[config.mk]
export PLATFORM = sky130hd
export DESIGN_NAME = di_term_router_flat
export DESIGN_NICKNAME = d
export VERILOG_FILES = /design/src/rtl/di_term_router_pkg.sv /design/src/rtl/di_term_router_if.sv /design/src/rtl/di_term_router_decode.sv /design/src/rtl/di_term_router.sv /design/src/flat_wrapper.sv
export SDC_FILE = /design/constraint.sdc
export NUM_CORES = 1
export LEC_CHECK = 0
export CELL_PAD_IN_SITES_DETAIL_PLACEMENT = 2
export CELL_PAD_IN_SITES_GLOBAL_PLACEMENT = 2
export CORE_MARGIN = 5
export CORE_UTILIZATION = 12
export DETAILED_ROUTE_END_ITERATION = 7
export HOLD_SLACK_MARGIN = 0.03
export PLACE_DENSITY = 0.9
export RECOVER_POWER = 100
export SYNTH_ARGS = -nofsm -noshare
export SYNTH_HDL_FRONTEND = slang
export SYNTH_HIERARCHICAL = 1
export SYNTH_SLANG_ARGS = --single-unit
[constraint.sdc]
create_clock -name ifclk -period 2.79 [get_ports ifclk]
set_clock_uncertainty 0.2 [all_clocks]
set_input_delay 0.6975 -clock ifclk [delete_from_list [all_inputs] [get_ports ifclk]]
set_output_delay 0.6975 -clock ifclk [all_outputs]
set_load 0.02 [all_outputs]
[src/rtl/di_term_router_pkg.sv]
// Shared types and constants for the terminal router: FSM states, status bits, default timeout data.
// TIMEOUT state exists only when DI_TERM_ROUTER_TIMEOUT_EN is defined.
package di_pkg;

    typedef enum logic [1:0] {
        IDLE    = 2'd0,
        WAIT_RD = 2'd1,
        WAIT_WR = 2'd2
`ifdef DI_TERM_ROUTER_TIMEOUT_EN
        , TIMEOUT = 2'd3
`endif
    } di_state_e;

    localparam int          STAT_TIMEOUT_BIT  = 1;
    localparam int          STAT_UNMAPPED_BIT = 2;
    localparam logic [15:0] STAT_TIMEOUT      = 16'(1) << STAT_TIMEOUT_BIT;
    localparam logic [15:0] STAT_UNMAPPED     = 16'(1) << STAT_UNMAPPED_BIT;
    localparam logic [15:0] DEF_TIMEOUT_DATA  = 16'hDEAD;

endpackage

[src/rtl/di_term_router_if.sv]
// Host-side strobes, per-terminal inputs and routed outputs of the terminal router.
// master = host/terminal side, slave = router.
interface di_term_router_if #(
    parameter int NUM_TERMS = 3
);
    logic [15:0]                 di_term_addr;
    logic                        di_read_req;
    logic                        di_read;
    logic                        di_write;
    logic [NUM_TERMS-1:0][15:0]  term_reg_datao;
    logic [NUM_TERMS-1:0]        term_read_rdy;
    logic [NUM_TERMS-1:0]        term_write_rdy;
    logic [NUM_TERMS-1:0][15:0]  term_transfer_status;
    logic [15:0]                 di_reg_datao;
    logic                        di_read_rdy;
    logic                        di_write_rdy;
    logic [15:0]                 di_transfer_status;
    logic [NUM_TERMS-1:0]        term_sel;
    logic [15:0]                 timeout_count;

    modport master (
        output di_term_addr, di_read_req, di_read, di_write,
               term_reg_datao, term_read_rdy, term_write_rdy, term_transfer_status,
        input  di_reg_datao, di_read_rdy, di_write_rdy, di_transfer_status,
               term_sel, timeout_count
    );

    modport slave (
        input  di_term_addr, di_read_req, di_read, di_write,
               term_reg_datao, term_read_rdy, term_write_rdy, term_transfer_status,
        output di_reg_datao, di_read_rdy, di_write_rdy, di_transfer_status,
               term_sel, timeout_count
    );
endinterface

[src/rtl/di_term_router_decode.sv]
// Address to one-hot terminal match; the lowest channel index wins on duplicate table entries.
module di_term_decode #(
    parameter int                      NUM_TERMS  = 3,
    parameter logic [NUM_TERMS*16-1:0] TERM_ADDRS = '0
) (
    input  logic [15:0]          addr,
    output logic [NUM_TERMS-1:0] sel
);
    // Scan high to low so the lowest matching index is written last.
    always_comb begin
        sel = '0;
        for (int i = NUM_TERMS - 1; i >= 0; i--) begin
            if (addr == TERM_ADDRS[i*16 +: 16]) sel = NUM_TERMS'(1) << i;
        end
    end
endmodule

[src/rtl/di_term_router.sv]
// Routes host register accesses to one of NUM_TERMS terminals selected by address.
// DI_TERM_ROUTER_TIMEOUT_EN adds a readiness watchdog, TIMEOUT state and timeout counter.
module di_term_router
    import di_pkg::*;
#(
    parameter int                      NUM_TERMS      = 3,
    parameter logic [NUM_TERMS*16-1:0] TERM_ADDRS     = {16'd2, 16'd1, 16'd0},
    parameter int                      TIMEOUT_CYCLES = 64,
    parameter logic [15:0]             TIMEOUT_DATA   = DEF_TIMEOUT_DATA
) (
    input logic             ifclk,
    input logic             reset,
    di_term_router_if.slave bus
);

    logic [NUM_TERMS-1:0] sel_dec;
    logic [NUM_TERMS-1:0] term_sel_q;
    logic                 sel_chg;
    logic [15:0]          sel_data;
    logic [15:0]          sel_stat;
    logic                 sel_rrdy;
    logic                 sel_wrdy;
    di_state_e            state;
    di_state_e            state_nxt;

    di_term_decode #(
        .NUM_TERMS  (NUM_TERMS),
        .TERM_ADDRS (TERM_ADDRS)
    ) u_decode (
        .addr (bus.di_term_addr),
        .sel  (sel_dec)
    );

    // Selection is changing on this edge; aborts any pending transaction.
    assign sel_chg      = (sel_dec != term_sel_q);
    assign bus.term_sel = term_sel_q;

    always_comb begin
        sel_data = '0;
        sel_stat = STAT_UNMAPPED;
        sel_rrdy = 1'b1;
        sel_wrdy = 1'b1;
        for (int i = 0; i < NUM_TERMS; i++) begin
            if (term_sel_q[i]) begin
                sel_data = bus.term_reg_datao[i];
                sel_stat = bus.term_transfer_status[i];
                sel_rrdy = bus.term_read_rdy[i];
                sel_wrdy = bus.term_write_rdy[i];
            end
        end
    end

    always_ff @(posedge ifclk or posedge reset) begin
        if (reset) begin
            state      <= IDLE;
            term_sel_q <= '0;
        end else begin
            state      <= state_nxt;
            term_sel_q <= sel_dec;
        end
    end

`ifdef DI_TERM_ROUTER_TIMEOUT_EN
    logic [15:0] wd;
    logic [15:0] tcnt;
    logic        wd_hit;
    logic        in_wait;

    assign in_wait           = (state == WAIT_RD) || (state == WAIT_WR);
    assign wd_hit            = (wd == 16'(TIMEOUT_CYCLES - 1));
    assign bus.timeout_count = tcnt;

    // Watchdog restarts from zero on every entry into a wait state.
    always_ff @(posedge ifclk or posedge reset) begin
        if (reset) begin
            wd   <= '0;
            tcnt <= '0;
        end else begin
            wd <= (in_wait && state_nxt == state) ? wd + 16'd1 : '0;
            if (state_nxt == TIMEOUT && state != TIMEOUT && tcnt != 16'hFFFF)
                tcnt <= tcnt + 16'd1;
        end
    end
`else
    logic unused_cfg;
    assign unused_cfg        = &{1'b0, bus.di_read, TIMEOUT_DATA, 16'(TIMEOUT_CYCLES)};
    assign bus.timeout_count = '0;
`endif

    always_comb begin
        state_nxt = state;
        case (state)
            IDLE: begin
                if (bus.di_write)         state_nxt = WAIT_WR;
                else if (bus.di_read_req) state_nxt = WAIT_RD;
            end
            WAIT_RD: begin
                if (sel_chg || sel_rrdy) state_nxt = IDLE;
`ifdef DI_TERM_ROUTER_TIMEOUT_EN
                else if (wd_hit)         state_nxt = TIMEOUT;
`endif
            end
            WAIT_WR: begin
                if (sel_chg || sel_wrdy) state_nxt = IDLE;
`ifdef DI_TERM_ROUTER_TIMEOUT_EN
                else if (wd_hit)         state_nxt = TIMEOUT;
`endif
            end
`ifdef DI_TERM_ROUTER_TIMEOUT_EN
            TIMEOUT: begin
                if (bus.di_read || bus.di_write || sel_chg) state_nxt = IDLE;
            end
`endif
            default: state_nxt = IDLE;
        endcase
    end

    always_comb begin
        bus.di_reg_datao       = sel_data;
        bus.di_transfer_status = sel_stat;
        bus.di_read_rdy        = sel_rrdy;
        bus.di_write_rdy       = sel_wrdy;
`ifdef DI_TERM_ROUTER_TIMEOUT_EN
        if (state == TIMEOUT) begin
            bus.di_reg_datao       = TIMEOUT_DATA;
            bus.di_transfer_status = sel_stat | STAT_TIMEOUT;
            bus.di_read_rdy        = 1'b1;
            bus.di_write_rdy       = 1'b1;
        end
`endif
    end

endmodule

[src/flat_wrapper.sv]
// flat-port wrapper written by rule: the top's interface ports become plain ports
module di_term_router_flat import di_pkg::*;
#(
    parameter int                      NUM_TERMS      = 3,
    parameter logic [NUM_TERMS*16-1:0] TERM_ADDRS     = {16'd2, 16'd1, 16'd0},
    parameter int                      TIMEOUT_CYCLES = 64,
    parameter logic [15:0]             TIMEOUT_DATA   = DEF_TIMEOUT_DATA
)
  (ifclk, reset, bus_di_term_addr, bus_di_read_req, bus_di_read, bus_di_write, bus_term_reg_datao, bus_term_read_rdy, bus_term_write_rdy, bus_term_transfer_status, bus_di_reg_datao, bus_di_read_rdy, bus_di_write_rdy, bus_di_transfer_status, bus_term_sel, bus_timeout_count);
  di_term_router_if #(.NUM_TERMS(NUM_TERMS)) bus_i ();
  input logic ifclk;
  input logic reset;
  input wire logic [$bits(bus_i.di_term_addr)-1:0] bus_di_term_addr;
  input wire logic [$bits(bus_i.di_read_req)-1:0] bus_di_read_req;
  input wire logic [$bits(bus_i.di_read)-1:0] bus_di_read;
  input wire logic [$bits(bus_i.di_write)-1:0] bus_di_write;
  input wire logic [$bits(bus_i.term_reg_datao)-1:0] bus_term_reg_datao;
  input wire logic [$bits(bus_i.term_read_rdy)-1:0] bus_term_read_rdy;
  input wire logic [$bits(bus_i.term_write_rdy)-1:0] bus_term_write_rdy;
  input wire logic [$bits(bus_i.term_transfer_status)-1:0] bus_term_transfer_status;
  output wire logic [$bits(bus_i.di_reg_datao)-1:0] bus_di_reg_datao;
  output wire logic [$bits(bus_i.di_read_rdy)-1:0] bus_di_read_rdy;
  output wire logic [$bits(bus_i.di_write_rdy)-1:0] bus_di_write_rdy;
  output wire logic [$bits(bus_i.di_transfer_status)-1:0] bus_di_transfer_status;
  output wire logic [$bits(bus_i.term_sel)-1:0] bus_term_sel;
  output wire logic [$bits(bus_i.timeout_count)-1:0] bus_timeout_count;
  assign bus_i.di_term_addr = bus_di_term_addr;
  assign bus_i.di_read_req = bus_di_read_req;
  assign bus_i.di_read = bus_di_read;
  assign bus_i.di_write = bus_di_write;
  assign bus_i.term_reg_datao = bus_term_reg_datao;
  assign bus_i.term_read_rdy = bus_term_read_rdy;
  assign bus_i.term_write_rdy = bus_term_write_rdy;
  assign bus_i.term_transfer_status = bus_term_transfer_status;
  assign bus_di_reg_datao = bus_i.di_reg_datao;
  assign bus_di_read_rdy = bus_i.di_read_rdy;
  assign bus_di_write_rdy = bus_i.di_write_rdy;
  assign bus_di_transfer_status = bus_i.di_transfer_status;
  assign bus_term_sel = bus_i.term_sel;
  assign bus_timeout_count = bus_i.timeout_count;
  di_term_router #(.NUM_TERMS(NUM_TERMS), .TERM_ADDRS(TERM_ADDRS), .TIMEOUT_CYCLES(TIMEOUT_CYCLES), .TIMEOUT_DATA(TIMEOUT_DATA)) u_core (.ifclk(ifclk), .reset(reset), .bus(bus_i));
endmodule
==> results of run 1 <==
## power by group
group | internal [uW] | switching, uW
clock network | 189 | 40.9
logic | 141 | 51.4
registers | 43.8 | 0.00161
total | 374 | 92.2
## layer usage
layer	vias to the layer above	part of all wire (%)	global-route usage, %
met5	-	0	0
met4	0	0.38	1.29
met3	4	6.4	2.53
met2	84	56	20.5
met1	916	38	11.1
li1	913	-	-
## worst paths after layout
kind                                  startpoint                endpoint  slack, ns  depth (start not counted)
setup / recovery           bus_term_write_rdy[0]        bus_di_write_rdy       0.06                          4
hold / removal                             reset  u_core/bus.term_sel[2]       0.61                          2
max in group asynchronous                  reset  u_core/bus.term_sel[1]       1.62                          2
min in group ifclk           bus_di_term_addr[9]  u_core/bus.term_sel[2]       0.93                          3
## worst max-delay path, cell delays in order
cell	delay, ns
clkdlybuf4s50_1	0.49
nor3b_2	0.06
o31ai_2	0.20
dlygate4sd2_1	0.37
## synthesized netlist by cell type, types with 3 or more instances
cell | number | area (um^2)
nor3b_1 | 3 | 22.5
buf_2 | 6 | 30.0
dfrtp_1 | 3 | 75.1
o31ai_2 | 3 | 37.5
a21oi_1 | 21 | 105
nor2b_1 | 34 | 213
nand3b_1 | 31 | 233
clkbuf_1 | 5 | 18.8
buf_4 | 17 | 128
buf_6 | 4 | 45.0
a21oi_2 | 41 | 359
nand2_1 | 3 | 11.3
## timing repair
item | 4_1_cts | 5_1_grt
gates resized for setup | 34 | 1
pin swaps | 0 | 0
hold endpoints to repair | 0 | 0
hold buffers | 0 | 0
gates cloned | 0 | 0
endpoints found under the setup margin | 34 | 1
## kinds of logic (layout without fill, tap and decap cells)
logic type             Yosys count  after routing  share of synthesized area [%]
AOI/OAI and AO/OA               65             65                           35.6
DFF                              3              3                           5.33
other                            1             16                          0.266
buffers and inverters           35            167                           18.8
and+or+nand+nor                 80             80                           39.9
## area by class of cell
class	count	share of cell area (%)
Inverter	1	0.124
Timing Repair Buffer	162	53.1
Tap cell	143	5.89
Multi-Input combinational cell	161	35.7
Sequential cell	3	2.55
Clock buffer	4	2.59
## through the flow
| stage | setup slack [ns] | power [uW] | setup TNS, ns | util [%] |
|---|---|---|---|---|
| after floorplan | 0.677 | 84.7 | 0 | - |
| after global placement | -0.215 | 237 | -3.45 | 26.5 |
| after detailed placement | -0.237 | 243 | -4.19 | 26.5 |
| after CTS | 0.0203 | 475 | 0 | 26.8 |
| after global routing | 0.0157 | 487 | 0 | 26.5 |
| final | 0.0610 | 466 | 0 | 26.5 |
==> impl_metrics.toml, run 1 <==
[clock_network]
cts_buffers = 3
cts_tree = "yes"
clock_path_buffers = 2
root_buffer = "clkbuf_16"
clkSlewWorstSetupHoldPaths_ns = 0.03
clkSinkCount = 3
ctsHtreeMaxLevel = 1
post_cts.repair.setup_buffers = 0

[place]
dp.cells = 470
dpl_cell_area_um2 = 3040
place_congestion = 0.698
portBuffers = 156
dp.final_hpwl_um = 6260

[layout]
layout_commonest_cell = "clkdlybuf4s50_1"
drive_above_1_share_pct = 14.5
largest_reg_flops = 3
final_cell_mix = "clkdlybuf4s50_1, dlygate4sd2_1, nor2b_1"
multi_input_area_um2 = 1080
n_antenna_cell = 0
final_area_um2 = 3040
fill_cells = 1350
seq_area_um2 = 77.6
fin_cells = 474
syn_to_final_growth_pct = 116
nets = 455

[drt]
dr.pass1.iters = 2
drt_wl_total_um = 7540
wl_per_cell_um = 15.9
drc = 0
vias_per_cell = 4.04
num_vias = 1917
detail_route.iter0.violations = 80
antenna_left = 0

[setup_path]
setup.worst_path.class = "input port to output port"
startpoint_type = "input port"
crit_fanout = 1
critPathCaptureType = "output port"
worst_ep_arrival_time_ns = 1.83
required_ns = 1.89

[timing]
hold_ws_ns = 0.612
timing.final.crit_share_pct = 97.8
fmax_mhz = 366
slew_violations = 0
fin_crit_ns = 2.73
setup_violations = 0
hold_viol = 0
rsz0062_at_grt = "false"

[die]
rows = 39
core_um2 = 11500
die_area_um2 = 14000
die_w_um = 118
fp.dieH_um = 118
start_util_pct = 12.3
num_io_pins = 176

[outcome]
status = "finished, final reports clean"

[flow_run]
cap_violations = 0

[power_and_ir_drop]
p_leak_uw = 0.00117
max-vdd-ir-drop_v = 0.000236
pwr_density_cell_nw_per_um2 = 153

[yosys]
synthArstFlopShare_pct = 100
yosys_warnings = 6
ys_ff_latch = 3
avgSynthCellArea_um2 = 7.65
synth_edf_count = 0
ys_seq_area_share_pct = 5.33
netlist_area_um2 = 1410
synth_ff_type = "dfrtp_1"
syn_inst = 184
ys_types = 20

[grt]
grt_use_total_pct = 10.3
grt_pass1_wl_um = 11900
antenna_found_initial = 0
grt_max_degree = 45
grt_pass1_vias = 2252
overflow = 0

[min_path]
hold_path.class = "input port to async pin"
Power figures use the tool's default switching activity.
==> run 2, diff against run 1 <==
--- a/config.mk
+++ b/config.mk
@@ -13,6 +13,7 @@
 export HOLD_SLACK_MARGIN = 0.03
 export PLACE_DENSITY = 0.9
 export RECOVER_POWER = 100
+export SLEW_MARGIN = 10
 export SYNTH_ARGS = -nofsm -noshare
 export SYNTH_HDL_FRONTEND = slang
 export SYNTH_HIERARCHICAL = 1
==> results of run 2 <==
Same layout as run 1: the final DEF is identical, and so are final timing and power.
